## config.mk

```make
export PLATFORM = sky130hd
export DESIGN_NAME = slip_sync_counter
export DESIGN_NICKNAME = d
export VERILOG_FILES = /design/src/rtl/slip_counter_pkg.sv /design/src/rtl/sync_cnt_bit.sv /design/src/rtl/slip_sync_counter.sv
export SDC_FILE = /design/constraint.sdc
export NUM_CORES = 1
export LEC_CHECK = 0
export BUFFER_PORTS_ARGS = -buffer_cell sky130_fd_sc_hd__buf_2
export CAP_MARGIN = 5
export CORE_UTILIZATION = 25
export CTS_CLUSTER_DIAMETER = 120
export CTS_CLUSTER_SIZE = 40
export DETAILED_ROUTE_END_ITERATION = 12
export PLACE_DENSITY = 0.53
export SETUP_SLACK_MARGIN = 0.15
export SKIP_CTS_REPAIR_TIMING = 1
export SLEW_MARGIN = 20
export SYNTH_ARGS = -nofsm -noshare
export SYNTH_HDL_FRONTEND = slang
export SYNTH_SLANG_ARGS = --single-unit
```

## constraint.sdc

```tcl
create_clock -name MasterClock -period 4.4 [get_ports MasterClock]
set_clock_uncertainty 0.1 [all_clocks]
set_input_delay 0.44 -clock MasterClock [delete_from_list [all_inputs] [get_ports MasterClock]]
set_output_delay 0.44 -clock MasterClock [all_outputs]
set_load 0.1 [all_outputs]
```

## src/rtl/slip_counter_pkg.sv

```systemverilog
// Shared types and constants for the Slipstream programmable sync counter.
package slip_counter_pkg;

   typedef enum logic [1:0] {
      IDLE = 2'b00,
      RUN  = 2'b01,
      DONE = 2'b10
   } state_t;

   localparam logic [1:0] MODE_STOP    = 2'b00;
   localparam logic [1:0] MODE_FREE    = 2'b01;
   localparam logic [1:0] MODE_ONESHOT = 2'b10;

   // Reserved mode 2'b11 behaves like stop, so only free-run and one-shot are active.
   function automatic logic mode_active(input logic [1:0] mode);
      return (mode == MODE_FREE) || (mode == MODE_ONESHOT);
   endfunction

endpackage

```

## src/rtl/sync_cnt_bit.sv

```systemverilog
// One toggle cell of the ripple-carry-enable counter chain; q and q_n share one update.
module sync_cnt_bit (
   input  logic MasterClock,
   input  logic reset,
   input  logic cin,
   input  logic clear_n,
   input  logic load,
   input  logic load_bit,
   output logic q,
   output logic q_n,
   output logic cout
);

   // NOTE: sequential state uses non-blocking assignments so every cell samples pre-edge values.
   always_ff @(posedge MasterClock) begin
      if (reset || !clear_n) begin
         q   <= 1'b0;
         q_n <= 1'b1;
      end else if (load) begin
         q   <= load_bit;
         q_n <= ~load_bit;
      end else if (cin) begin
         q   <= ~q;
         q_n <= q;
      end
   end

   assign cout = cin & q;

endmodule

```

## src/rtl/slip_sync_counter.sv

```systemverilog
// Programmable synchronous up-counter with terminal-count register, free-run and one-shot modes.
module slip_sync_counter
   import slip_counter_pkg::*;
#(
   parameter int WIDTH = 9
) (
   input  logic             MasterClock,
   input  logic             reset,
   input  logic             cnt_en,
   input  logic             cll,
   input  logic             ld,
   input  logic [WIDTH-1:0] ld_val,
   input  logic             tc_wr,
   input  logic [WIDTH-1:0] tc_val,
   input  logic [1:0]       mode,
   input  logic             start,
   output logic [WIDTH-1:0] q,
   output logic [WIDTH-1:0] q_n,
   output logic             tc,
   output logic             busy,
   output logic             done
);

   state_t           state;
   state_t           state_nxt;
   logic [WIDTH-1:0] tc_reg;
   logic [WIDTH:0]   carry;
   logic             count_now;
   logic             wrap;
   logic             clear_n;
   logic             carry_unused;

   // A wrap is a count at tc_reg that neither a clear nor a load overrides.
   assign count_now = (state == RUN) && mode_active(mode) && cnt_en;
   assign wrap      = count_now && (q == tc_reg) && cll && !ld;
   assign clear_n   = cll && !wrap;
   assign carry[0]  = count_now;

   for (genvar i = 0; i < WIDTH; i++) begin : g_bit
      sync_cnt_bit u_bit (
         .MasterClock (MasterClock),
         .reset       (reset),
         .cin         (carry[i]),
         .clear_n     (clear_n),
         .load        (ld),
         .load_bit    (ld_val[i]),
         .q           (q[i]),
         .q_n         (q_n[i]),
         .cout        (carry[i+1])
      );
   end

   assign carry_unused = carry[WIDTH];

   always_ff @(posedge MasterClock) begin
      if (reset) begin
         state  <= IDLE;
         tc_reg <= '1;
         tc     <= 1'b0;
      end else begin
         state <= state_nxt;
         tc    <= wrap;
         if (tc_wr) tc_reg <= tc_val;
      end
   end

   // NOTE: next state defaults to the current state first so no latch is inferred.
   always_comb begin
      state_nxt = state;
      unique case (state)
         IDLE: if (start && mode_active(mode)) state_nxt = RUN;
         RUN: begin
            if (!mode_active(mode))                state_nxt = IDLE;
            else if (wrap && mode == MODE_ONESHOT) state_nxt = DONE;
         end
         DONE: begin
            if (!cll)                              state_nxt = IDLE;
            else if (start && mode_active(mode))   state_nxt = RUN;
         end
         default: state_nxt = IDLE;
      endcase
   end

   assign busy = (state == RUN);
   assign done = (state == DONE);

endmodule

```

== After elaboration in Yosys (flattened, before gate mapping) ==
Cells that the tools add are included.
Widths: inputs -> output; s select.

* Output and inout bits: 21
* Logic and storage cells: 117
* Register bits after elaboration: 30
* Input port bits: 27

* Equality and inequality tests: 6
* Reduce and logical (&&, ||, !) cells: 23
* Muxes and demuxes: 41
* Bitwise operators: 26

{| class="wikitable"
|+ Operators by type and width
! cell !! count
|-
| $mux 1 || 36
|-
| $not 1->1 || 18
|-
| $reduce_bool 2->1 || 9
|-
| $eq 9x9->1 || 1
|-
| $and 1x1->1 || 8
|-
| $logic_and 1x1->1 || 8
|-
| $mux 2 || 4
|-
| $pmux 2 s3 || 1
|-
| $eq 2x1->1 const B || 2
|-
| $eq 2x2->1 const B || 2
|-
| $logic_not 1->1 || 3
|-
| $ne 3x2->1 const B || 1
|-
| $logic_not 2->1 || 1
|-
| $logic_or 1x1->1 || 2
|}

== Longest topological paths before layout ==
* Word-level depth: 14
* Mapped depth: 7
* Gate-level depth less buffers: 6

== Hierarchy ==
Synthesis repeated with hierarchy kept, for this count alone.

* Cells, all modules: 166
* Area, all modules: 1,639.1 µm²

{| class="wikitable"
|+ Modules (own cells, without submodules)
! module !! cells each !! area an instance (µm²) !! seq. area each (µm²) !! instances
|-
| sync_cnt_bit || 11 || 110.1 || 40.0 || 9
|-
| slip_sync_counter || 67 || 648.1 || 240.2 || 1
|}

== Least setup slack after synthesis ==
Ideal clock, no wire load.

* Path kind: register to register
* From: reg state[0]
* To: reg state[0]
* Buffers on the path: 0
* Arrival time: 2.261 ns
* Setup time: 0.092 ns
* Required time: 4.208 ns
* Stages on the path, launching flop included: 4
* Setup slack: 1.947 ns
* Clock period less this slack: 2.453 ns
* Path through: dfxtp_1 -> nor2b_1 -> a22oi_1 -> a311oi_1

* Longest elaborated chain between the ends: 8
* Elaborated cells between the ends (all ways): 13
* Those cells by class: eq/ne (3); mux (3); reduce/logical (7)

{| class="wikitable"
|+ Ends and longest elaborated chain
! item !! line !! RTL
|-
| from (decl) || slip_sync_counter.sv:24 || <nowiki>state_t state;</nowiki>
|-
| from (signal assigned) || slip_sync_counter.sv:61 || <nowiki>state <= state_nxt;</nowiki>
|-
| $eq 2x1->1 * || - ||
|-
| named net busy || slip_sync_counter.sv:20 || <nowiki>output logic busy,</nowiki>
|-
| $logic_and 1x1->1 (2 in a row) || slip_sync_counter.sv:34 || <nowiki>assign count_now = (state == RUN) && mode_active(mode) && cnt_en;</nowiki>
|-
| $logic_and 1x1->1 (3 in a row) || slip_sync_counter.sv:35 || <nowiki>assign wrap = count_now && (q == tc_reg) && cll && !ld;</nowiki>
|-
| $logic_and 1x1->1 || slip_sync_counter.sv:74 || <nowiki>else if (wrap && mode == MODE_ONESHOT) state_nxt = DONE;</nowiki>
|-
| $ne 3x2->1 (no line) || - ||
|}

The timed path passes the listed nets; every way through them passes the cells marked *.
A chain may end at the register's enable or synchronous reset.

== Final worst setup path ==
* From: in mode[0]
* To: reg g_bit[2].u_bit.q

* Longest elaborated chain between the ends: 11
* Elaborated cells between the ends (all ways): 15
* Those cells by class: eq/ne (2); bitwise (2); reduce/logical (11)

{| class="wikitable"
|+ Ends and longest elaborated chain
! item !! line !! RTL
|-
| from (decl) || slip_sync_counter.sv:15 || <nowiki>input logic [1:0] mode,</nowiki>
|-
| $eq 2x1->1 / $eq 2x2->1 (equally long branches) || slip_counter_pkg.sv:16 || <nowiki>return (mode == MODE_FREE) || (mode == MODE_ONESHOT);</nowiki>
|-
| $logic_or 1x1->1 * || slip_counter_pkg.sv:16 ||
|-
| $logic_and 1x1->1 * (2 in a row) || slip_sync_counter.sv:34 ||
|-
| $logic_and 1x1->1 (3 in a row) || slip_sync_counter.sv:35 ||
|-
| $logic_not 1->1 || slip_sync_counter.sv:36 || <nowiki>assign clear_n = cll && !wrap;</nowiki>
|-
| $logic_and 1x1->1 || slip_sync_counter.sv:36 ||
|-
| $logic_not 1->1 || sync_cnt_bit.sv:16 || <nowiki>if (reset || !clear_n) begin</nowiki>
|-
| $logic_or 1x1->1 || sync_cnt_bit.sv:16 ||
|-
| to (signal assigned) || sync_cnt_bit.sv:20 || <nowiki>q <= load_bit;</nowiki>
|-
| to (signal assigned) || sync_cnt_bit.sv:23 || <nowiki>q <= ~q;</nowiki>
|-
| to (decl) || sync_cnt_bit.sv:9 || <nowiki>output logic q,</nowiki>
|}

Mark *: on every way between the ends. The rest lies on a longest branch, timed or not.

==> results.md <==
* Run status: finished, violations left
* Failing checks: DRC
* Warnings from Yosys at 0
* Final min period at 2180 ps
* DRC Markers at 6
* Initial antenna violation count at 0
* I/O Buffers at 47
* Total power at 628 uW
* Die ar. at 0.00707 sq mm
* Diodes inserted at 0
* Post-synth top cells: dfxtp_1 (30), buf_4 (19), xnor2_1 (15)
* Number of flops mapped to enable cells by yosys at 0
* Post-synthesis area per instance at 9.16 sq um
* Worst r2r src: g_bit[0].u_bit.q
* Synthesized flop and latch total at 30
* Cell leakage power at 0.863 nW
* Site row count at 29
* Max FFs per register at 10
* Final Setup Violations at 0
* First-pass iteration count of the detailed router at 8
* Syn Inst Count at 184
* Area of the multi-input gates at 876 sq um
* Area grow syn2layout at 13.8%
* Per-cell routed wire length at around 13 um
* Synth Cell Area at 0.00169 sq mm
* Worst EP arrival at 2310 ps
* Total CTS buffers at 5
* Yosys top cell by area: dfxtp_1
* Clock transition at the registers of the reported paths at 60 ps
* FMAX at 458 MHz
* Max-Cap Viols at 0
* Ys flop type: dfxtp_1
* DRT iter0 DRCs at 71
* Crit Path Class: primary input to register
* Fin. Hold Viols at 0
* WP data required at roughly 4500 ps
* Pwr dens at 327 mW/mm^2
* Number of library cell types mapped by synthesis at 42
* Worst vdd ir at roughly 0.10 mV
* Starting Density at 26.2%
* CTS root buf: clkbuf_8
* Die H at 84.1 um
* Vias at 1335
* Slew of the pin with the lowest slew margin at 778 ps
* Syn_nets at 212
* Sink Count at 30
* R2R setup slack at 2300 ps
* Clock Latency Late Sink at 280 ps
* Maximum buffer depth of the clock tree at 2
* Dpl ws at around 1900 ps
* Fin crit share at 49.6%
* Ports at 48
* Layout Nets at 240
* RSZ-0062 raised after global routing: false
* Leading post-synthesis cells by cell area: dfxtp_1 (36%), buf_4 (8.5%), xnor2_1 (7.8%), a211o_1 (4.7%), nor2b_1 (4.5%)
* Startpoint types: primary input
* DP Wirelength at 2.84 mm
* Antenna-violating nets left at 0
* Grt total ovfl at 0
* Worst path buffer plus inverter count at 3
* CTS tree: done
* Slowest stage delay, CP at 700 ps
* Register area at roughly 600 sq um
* Beginning of the critical path: mode[0]
* Pin count of the biggest net entering global routing at 31
* Hold Startpoint: tc_val[2]
* GPL Wtd Cong at 0.754
* Crit. End Element: register
* Final WS setup at 2220 ps
* Via density at between 4 and 5
* Crit path max-delay family: compound AO/OA/AOI/OAI gates
* Global-route usage over all layers at 11.0%
* Core area at 0.00642 sq mm
* Die X at 84.1 um
* Max-slew violations at 0
* Slew margin rel. at around 48%
* Number of global-route vias before repair at 1288
* First-pass GRT wire length at just over 6 mm
* Top-count cell post-synth: dfxtp_1
* CP Max Fanout at 18
* Yosys top cell area share at approximately 36%
* Slowest cell on the critical path: a311oi_4
* Share of layout cells above drive strength 1 at 28.8%
* H-tree Lvls at 2
* Setup_tns at 0 ps
* CP cell instances: buf_2 > inv_1 > ha_1 > nor4bb_1 > buf_4 > and3_1 > a311oi_4 > and3_2
* Fillers at 702
* Seq/Total Area, Yosys at 35.6%
* Hold crit path type: primary input to register
* Post-synthesis async set-or-reset flop share at 0%
* DRT Wirelength at approximately 3.8 mm
## layer usage
layer | vias to the layer above | wire, um | GRT usage [%]
li1 | 693 | - | -
met1 | 605 | 1760 | 13.7
met2 | 31 | 1700 | 17.5
met3 | 6 | 266 | 4.55
met4 | 0 | 48 | 3.29
met5 | - | 0 | 0
## worst paths after layout
path / end / depth (start not counted)
min: tc_reg[2] / 2
max: g_bit[2].u_bit.q / 8
min reg2reg: g_bit[3].u_bit.q_n / 2
max reg2reg: g_bit[2].u_bit.q / 4
## logic make-up after synthesis
| logic type | synth area share (%) |
|---|---|
| AND/OR/NAND/NOR | 22.9 |
| AO/OA/AOI/OAI | 18.7 |
| buffers and inverters | 12.4 |
| flip-flops | 35.6 |
| XOR/XNOR | 8.32 |
| multiplexers | 1.34 |
| adder cells (fa/ha/maj) | 0.742 |
## area by class of cell
class	count	share of cell area (%)
inverter	7	1.37
tap	77	5.02
timing repair buffer	48	12.7
clock buffer	7	3.98
sequential	30	31.3
multi-input combinational	120	45.7
## power breakdown
group	switching (mW)	internal (mW)	leakage (nW)	total, mW
logic	0.0864	0.0405	0.578	0.127
registers	0.0128	0.285	0.247	0.298
clock network	0.0947	0.109	0.0383	0.203
total	0.194	0.434	0.863	0.628
## worst reg2reg max path, cell delays in order (launching register included)
cell and delay (ps):
dfxtp_1 560, xnor2_1 150, and3_1 220, a311oi_4 700, and3_2 320
## through the flow
step                      utilization, %  hold slack [ps]  cells  instance area, sq um
after floorplan                        -              363    184                  1690
after global placement              28.7              394    282                  1840
after detailed placement            28.7              402    282                  1840
after CTS                           29.9              263    289                  1920
after global routing                29.9              271    289                  1920
final                               29.9              269    289                  1920
## cell usage in the layout (no fill, tap or decap), drive strengths merged, types with 2 or more instances in the layout
cell type	instances
a22oi	2
a311oi	2
xnor2	15
nand2b	8
and2	6
clkbuf	7
nor2b	12
nand4	3
mux2	2
nand2	9
and3	4
a211o	9
inv	7
o21ai	8
dfxtp	30
nor2	2
a211oi	4
and4	4
buf	48
nand3	6
nor3	3
o211a	7
Power figures use the tool's default switching activity.
